<file path="src/rtl/dma_bus_arbiter.sv">
// Round-robin bus arbiter between the CPU and N_CH DMA channels: capped bursts,
// early termination, one-cycle bus turnaround and an optional CPU cycle-steal window.
module dma_bus_arbiter #(
  parameter int N_CH      = 2,
  parameter int CNT_W     = 4,
  parameter int BURST_LEN = 12,
  parameter int CPU_SLOT  = 4
) (
  input  logic             Clk,
  input  logic             Reset_N,
  input  logic [N_CH-1:0]  br,
  input  logic [N_CH-1:0]  dma_end,
  input  logic             steal_mode,
  output logic [N_CH-1:0]  bg,
  output logic [2:0]       grant_id,
  output logic [CNT_W-1:0] burst_cnt,
  output logic             cpu_bus_ok,
  output logic             bus_busy
);

  typedef enum logic [1:0] {IDLE, GRANT, RELEASE, STEAL} state_t;

  localparam logic [CNT_W-1:0] CNT_LAST  = CNT_W'(BURST_LEN - 1);
  localparam logic [7:0]       SLOT_LAST = 8'((CPU_SLOT > 0) ? CPU_SLOT - 1 : 0);
  localparam logic [2:0]       LAST_CH   = 3'(N_CH - 1);

  generate
    if (N_CH < 1 || N_CH > 8) begin : g_bad_n_ch
      $error("dma_bus_arbiter: N_CH must be 1..8");
    end
    if (BURST_LEN < 1 || BURST_LEN > (1 << CNT_W)) begin : g_bad_burst_len
      $error("dma_bus_arbiter: BURST_LEN must be 1..2**CNT_W");
    end
    if (CPU_SLOT < 0 || CPU_SLOT > 255) begin : g_bad_cpu_slot
      $error("dma_bus_arbiter: CPU_SLOT must be 0..255");
    end
  endgenerate

  state_t     state;
  logic [2:0] last_grant;
  logic [7:0] slot_cnt;

  logic [2:0] sel;
  logic       sel_vld;
  logic       term;

  // Lowest requester above last_grant wins; otherwise wrap to the lowest requester overall.
  always_comb begin
    sel     = '0;
    sel_vld = 1'b0;
    for (int j = 0; j < N_CH; j++) begin
      if (!sel_vld && br[j] && (3'(j) > last_grant)) begin
        sel     = 3'(j);
        sel_vld = 1'b1;
      end
    end
    for (int j = 0; j < N_CH; j++) begin
      if (!sel_vld && br[j]) begin
        sel     = 3'(j);
        sel_vld = 1'b1;
      end
    end
  end

  // bg is one-hot during GRANT, so masking with it picks the granted channel's bits.
  always_comb begin
    term = (burst_cnt == CNT_LAST) || (|(dma_end & bg)) || !(|(br & bg));
  end

  always_ff @(posedge Clk or negedge Reset_N) begin
    if (!Reset_N) begin
      state      <= IDLE;
      bg         <= '0;
      grant_id   <= '0;
      burst_cnt  <= '0;
      cpu_bus_ok <= 1'b1;
      bus_busy   <= 1'b0;
      last_grant <= LAST_CH;
      slot_cnt   <= '0;
    end else begin
      case (state)
        IDLE: begin
          if (sel_vld) begin
            bg         <= N_CH'(1) << sel;
            grant_id   <= sel;
            last_grant <= sel;
            burst_cnt  <= '0;
            cpu_bus_ok <= 1'b0;
            bus_busy   <= 1'b1;
            state      <= GRANT;
          end
        end
        GRANT: begin
          if (term) begin
            bg        <= '0;
            grant_id  <= '0;
            burst_cnt <= '0;
            state     <= RELEASE;
          end else begin
            burst_cnt <= burst_cnt + CNT_W'(1);
          end
        end
        RELEASE: begin
          cpu_bus_ok <= 1'b1;
          bus_busy   <= 1'b0;
          slot_cnt   <= '0;
          if (steal_mode && (CPU_SLOT > 0)) begin
            state <= STEAL;
          end else begin
            state <= IDLE;
          end
        end
        STEAL: begin
          if (slot_cnt == SLOT_LAST) begin
            state <= IDLE;
          end else begin
            slot_cnt <= slot_cnt + 8'd1;
          end
        end
        default: state <= IDLE;
      endcase
    end
  end

  a_bg_onehot: assert property (@(posedge Clk) disable iff (!Reset_N) $onehot0(bg));
  a_bg_cpu_excl: assert property (@(posedge Clk) disable iff (!Reset_N) !((|bg) && cpu_bus_ok));
  a_burst_cap: assert property (@(posedge Clk) disable iff (!Reset_N) burst_cnt <= CNT_LAST);

endmodule

</file>
<file path="config.mk">
export PLATFORM = sky130hd
export DESIGN_NAME = dma_bus_arbiter
export DESIGN_NICKNAME = d
export VERILOG_FILES = /design/src/rtl/dma_bus_arbiter.sv
export SDC_FILE = /design/constraint.sdc
export NUM_CORES = 1
export LEC_CHECK = 0
export CAP_MARGIN = 20
export CORE_MARGIN = 4
export CORE_UTILIZATION = 46
export CTS_CLUSTER_SIZE = 24
export DETAILED_ROUTE_END_ITERATION = 16
export GPL_ROUTABILITY_DRIVEN = 0
export PLACE_DENSITY = 0.74
export REMOVE_ABC_BUFFERS = 1
export SLEW_MARGIN = 40
export SYNTH_ARGS = -nofsm -noshare
export SYNTH_HDL_FRONTEND = slang
export SYNTH_SLANG_ARGS = --single-unit
export TNS_END_PERCENT = 20
</file>
<file path="constraint.sdc">
create_clock -name Clk -period 1.3 [get_ports Clk]
set_input_delay 0.26 -clock Clk [delete_from_list [all_inputs] [get_ports Clk]]
set_output_delay 0.26 -clock Clk [all_outputs]
set_load 0.005 [all_outputs]
</file>
# Word-level counts from Yosys, hierarchy flattened
# Index checks and enable logic that the tools add are counted.
[word_totals]
elab_cells = 74
out_inout_bits = 11
inputBits = 7
reg_bits = 24
[classes]
addsub = 2
muxes = 27
shifts = 1
magnitude_cmp = 2
eq_ne = 9
n_bitwise = 2
reduce_logical = 23
[op_table]
columns = ["op", "n"]
rows = [
  ["$pmux 8 s2", 1],
  ["$mux 2", 6],
  ["$mux 3", 3],
  ["$add 8x1->8 const B", 1],
  ["$eq 8x2->1 const B", 1],
  ["$mux 1", 8],
  ["$mux 4", 2],
  ["$mux 8", 1],
  ["$ne 2x2->1 const B", 4],
  ["$pmux 2 s4", 1],
  ["$pmux 4 s2", 1],
  ["$reduce_and 2->1", 4],
  ["$gt 1x3->1 const A", 2],
  ["$pmux 3 s2", 1],
  ["$reduce_and 3->1", 2],
  ["$reduce_bool 2->1", 3],
  ["$logic_and 1x1->1", 5],
  ["$add 4x1->4 const B", 1],
  ["$and 2x2->2", 2],
  ["$eq 2x2->1 const B", 2],
  ["$eq 4x4->1 const B", 1],
  ["$logic_not 1->1", 4],
  ["$pmux 1 s2", 2],
  ["$pmux 2 s2", 1],
  ["5 further kinds", 7],
]

# Depth between registers and ports, before layout
[depth]
word_depth = 16
mapped_depth = 5
mapped_depth_nobuf = 5

# Worst setup path after synthesis
# OpenSTA, ideal clock, no wires.
[synth_path]
path_type = "reg2reg"
startpoint = "register slot_cnt[0]"
endpoint = "register slot_cnt[7]"
setup_ns = 0.064
path_slack_ns = -0.100
period_less_slack_ns = 1.400
path_stages_with_launch = 6
arrival_time_ns = 1.336
path_buffers = 0
t_required_ns = 1.236
path_cell_list = "dfrtp_1 -> ha_1 -> nor2b_1 -> a31o_4 -> nor4_4 -> a21o_1"
[synth_between]
elab_chain_len = 3
word_cells_on_any_way = 6
classes_between = "add/sub: 1; eq/ne: 2; mux: 2; reduce/logical: 1"
[synth_rtl]
columns = ["item", "line", "text"]
rows = [
  ["from (decl)", "41", "logic [7:0] slot_cnt;"],
  ["from (signal assigned)", "117", "slot_cnt <= slot_cnt + 8'd1;"],
  ["$add 8x1->8 or $eq 8x2->1 (tied branches)", "117, 114", ""],
  ["$mux 8 or $ne 2x2->1 (tied branches)", "n/a", ""],
  ["$pmux 8 s2 or $reduce_and 2->1 (tied branches)", "n/a", ""],
]
# Parallel ways exist; a longest one is shown, timed or not. The select of a mux whose other input is x is not followed.
# A chain may end at the register's enable or synchronous reset.

==> reports/summary.json <==
{
  "status": {
    "outcome": "finished, violations left",
    "failed_checks": "negative setup slack"
  },
  "cells_and_area": {
    "final.fill_count": 156,
    "final_layout_size_suffix_gt1_frac": 0.319,
    "most_frequent_standard_cell_in_the_layout_excluding_fill_and_tap_cells": "buf_4",
    "final_core_utilization": 0.707,
    "stdcell_count": 171,
    "mostFrequentLayoutCells": "buf_4, dfrtp_1, nand2_1",
    "antennaDiodeCount": 0,
    "finalNetCount": 154,
    "syn2layout_area_growth_pct": 40.0
  },
  "clock_tree": {
    "cts_tree": "built",
    "clkSlewWorstSetupHoldPaths_ps": 110,
    "cts.root.buffer_cell": "clkbuf_4",
    "htree_num_levels": 1,
    "cts_hold_repair.buffers": 0,
    "cts_made_buffers": 3,
    "clock_sink_count": 19,
    "clk-insertion-delay-late_ps": 300,
    "clockBufferDepth": 2
  },
  "detailed_routing": {
    "remaining_drc_errors": 0,
    "num_vias": 925,
    "drt_pre_antenna_iters": 4,
    "post_drt_antenna_nets": 0,
    "vias_per_cell": 5.41,
    "routed_wl_microns": 2440,
    "dr.first_iter.drc_count": 15,
    "drt-wirelength-per-cell_microns": 14.3
  },
  "timing": {
    "finClkSkew_ps": 7.12,
    "slew_viol_final": 0,
    "finalWorstPathRequiredPeriod_ps": 1390,
    "hold_viol": 0,
    "period_share": 1.07,
    "setup_violations": 8,
    "worst_slack_ps": -85.9,
    "maxClockFrequency_mhz": 722,
    "grt_setup_unrepaired": "yes"
  },
  "power": {
    "pwr_density_cell_nw_per_um2": 1660,
    "power_switching_w": 0.000941,
    "part_of_the_total_power_dissipated_in_the_clock_network": 0.126,
    "intPower_w": 0.00148,
    "pwr-share-seq": 0.375,
    "switching_share": 0.389,
    "ir_worst_vdd_uv": 1400,
    "comb_power_share": 0.499,
    "p_leak_nw": 0.709
  },
  "floorplanning": {
    "io_pins": 18,
    "start_util": 0.505,
    "die_w_microns": 55.6,
    "rows": 16,
    "floorplan.core_area_sq_um": 2060,
    "fp.dieH_microns": 55.6,
    "die_area_sq_um": 3090
  },
  "synth": {
    "post_synth_inst_count": 106,
    "number_of_distinct_library_cell_variants_in_the_gate_level_netlist_after_synthesis": 38,
    "synth_enable_flop_cells": 0,
    "synth-seq-area-share": 0.459,
    "synth_async_sr_flop_share": 1.00,
    "synth_warnings": 0,
    "synth-seq-cells": 19,
    "syn_area_sq_um": 1040,
    "synth-main-ff-cell": "dfrtp_1",
    "synth_area_per_cell_sq_um": 9.82
  },
  "placement": {
    "numPlacedInstances": 162,
    "buffer_ports.inserted": 15,
    "place_ws_ps": -310,
    "hpwlAfterDp_microns": 1650
  },
  "worst_setup_path": {
    "critical_path.endpoint_type": "output port",
    "worstSetupPathType": "reg2out",
    "crit_path_max_fanout": 3,
    "worst_ep_arrival_time_ps": 1130,
    "timing.reg2reg.setup_slack_ps": -60,
    "r2r-end": "burst_cnt[3]",
    "r2r.worst_path.cells": 6,
    "cp-start-kind": "flop",
    "reg_to_reg_critical_path_startpoint": "burst_cnt[0]",
    "worst_ep_required_time_ps": 1040
  },
  "grt": {
    "grt_pass1_wl_microns": 3700,
    "largest_net_degree_at_the_start_of_global_routing": 20,
    "grt_total_ovfl": 0,
    "grtUsageTotal": 0.151,
    "antenna_found_initial": 0,
    "grt_pass1_vias": 856
  },
  "worst_hold_path": {
    "worst_min_path_class": "in2async"
  },
  "run": {
    "max-cap-violations": 0
  }
}
power groups by stage:
stage / Combinational [W] / Sequential, W / Clock [W]
finish: 0.00121 / 0.000909 / 0.000304
global route: 0.00132 / 0.000938 / 0.000339
CTS: 0.00104 / 0.000901 / 0.000310
detailed placement: 0.00102 / 0.000919 / 0
global placement: 0.00100 / 0.000911 / 0
floorplan: 0.000522 / 0.000938 / 0
registers in the layout, indices dropped and copies added (netlist names):
signal / cells
bus_busy: 1
slot_cnt: 8
burst_cnt: 4
state: 2
cpu_bus_ok: 1
bg: 2
last_grant: 1
kinds of logic (layout without fill, tap and decap cells):
family                   after synthesis  after routing  synth area share
multiplexers                           2              2            0.0192
flip-flops                            19             19             0.459
buffers and inverters                  8             43            0.0409
other                                  1              2           0.00360
adder cells (fa/ha/maj)                2              2            0.0240
AND/OR/NAND/NOR                       42             43             0.239
AO/OA/AOI/OAI                         32             33             0.214
per-layer routing:
layer / global-route usage / routed length [microns]
met3: 0.0371 / 68
met5: 0 / 0
met4: 0.0729 / 39
met2: 0.257 / 1220
met1: 0.177 / 1120
synthesized netlist by cell type, types with 3 or more instances:
library cell / instances / share of area
a21o_1: 5 / 0.036
buf_4: 3 / 0.022
dfrtp_1: 17 / 0.41
inv_1: 3 / 0.011
nand2_1: 11 / 0.040
nand3_1: 3 / 0.014
nor2_1: 9 / 0.032
nor2b_1: 3 / 0.018
o21ai_0: 10 / 0.048
o21ai_1: 3 / 0.014
o2bb2ai_1: 5 / 0.042
worst max-delay path: stages, from the launching register on:
cell	delay, ps
dfrtp_1	420
buf_4	150
dlygate4sd2_1	250
final cells by class:
class | count | area [sq um] | area share
Timing Repair Buffer | 35 | 294 | 0.202
Multi-Input combinational cell | 82 | 611 | 0.419
Tap cell | 27 | 33.8 | 0.0232
Clock buffer | 4 | 26.3 | 0.0180
Sequential cell | 19 | 478 | 0.328
Inverter | 4 | 15.0 | 0.0103
per-stage QoR:
| step | TNS [ps] | total power [W] | instance area [sq um] | hold WS [ps] |
|---|---|---|---|---|
| after floorplan | -192 | 0.00146 | 1020 | -35.6 |
| after global placement | -1450 | 0.00191 | 1330 | 475 |
| after detailed placement | -1940 | 0.00194 | 1330 | 475 |
| after CTS | -502 | 0.00225 | 1370 | 281 |
| after global routing | -856 | 0.00260 | 1460 | 278 |
| final | -432 | 0.00242 | 1460 | 280 |
repair_timing:
| action | in CTS | in global routing |
|---|---|---|
| gates resized for setup | 15 | 21 |
| gates cloned | 0 | 2 |
| buffers inserted | 2 | 1 |
| setup endpoints to repair | 15 | 18 |
| pin swaps | 2 | 4 |
worst max path at each step:
stage | end | start
floorplan | slot_cnt[7] | slot_cnt[0]
global placement | burst_cnt[2] | br[1]
detailed placement | burst_cnt[2] | dma_end[0]
CTS | burst_cnt[2] | burst_cnt[0]
global route | burst_cnt[3] | burst_cnt[0]
finish | grant_id[0] | bg[1]
No activity file was read; power rests on OpenSTA's default activity.
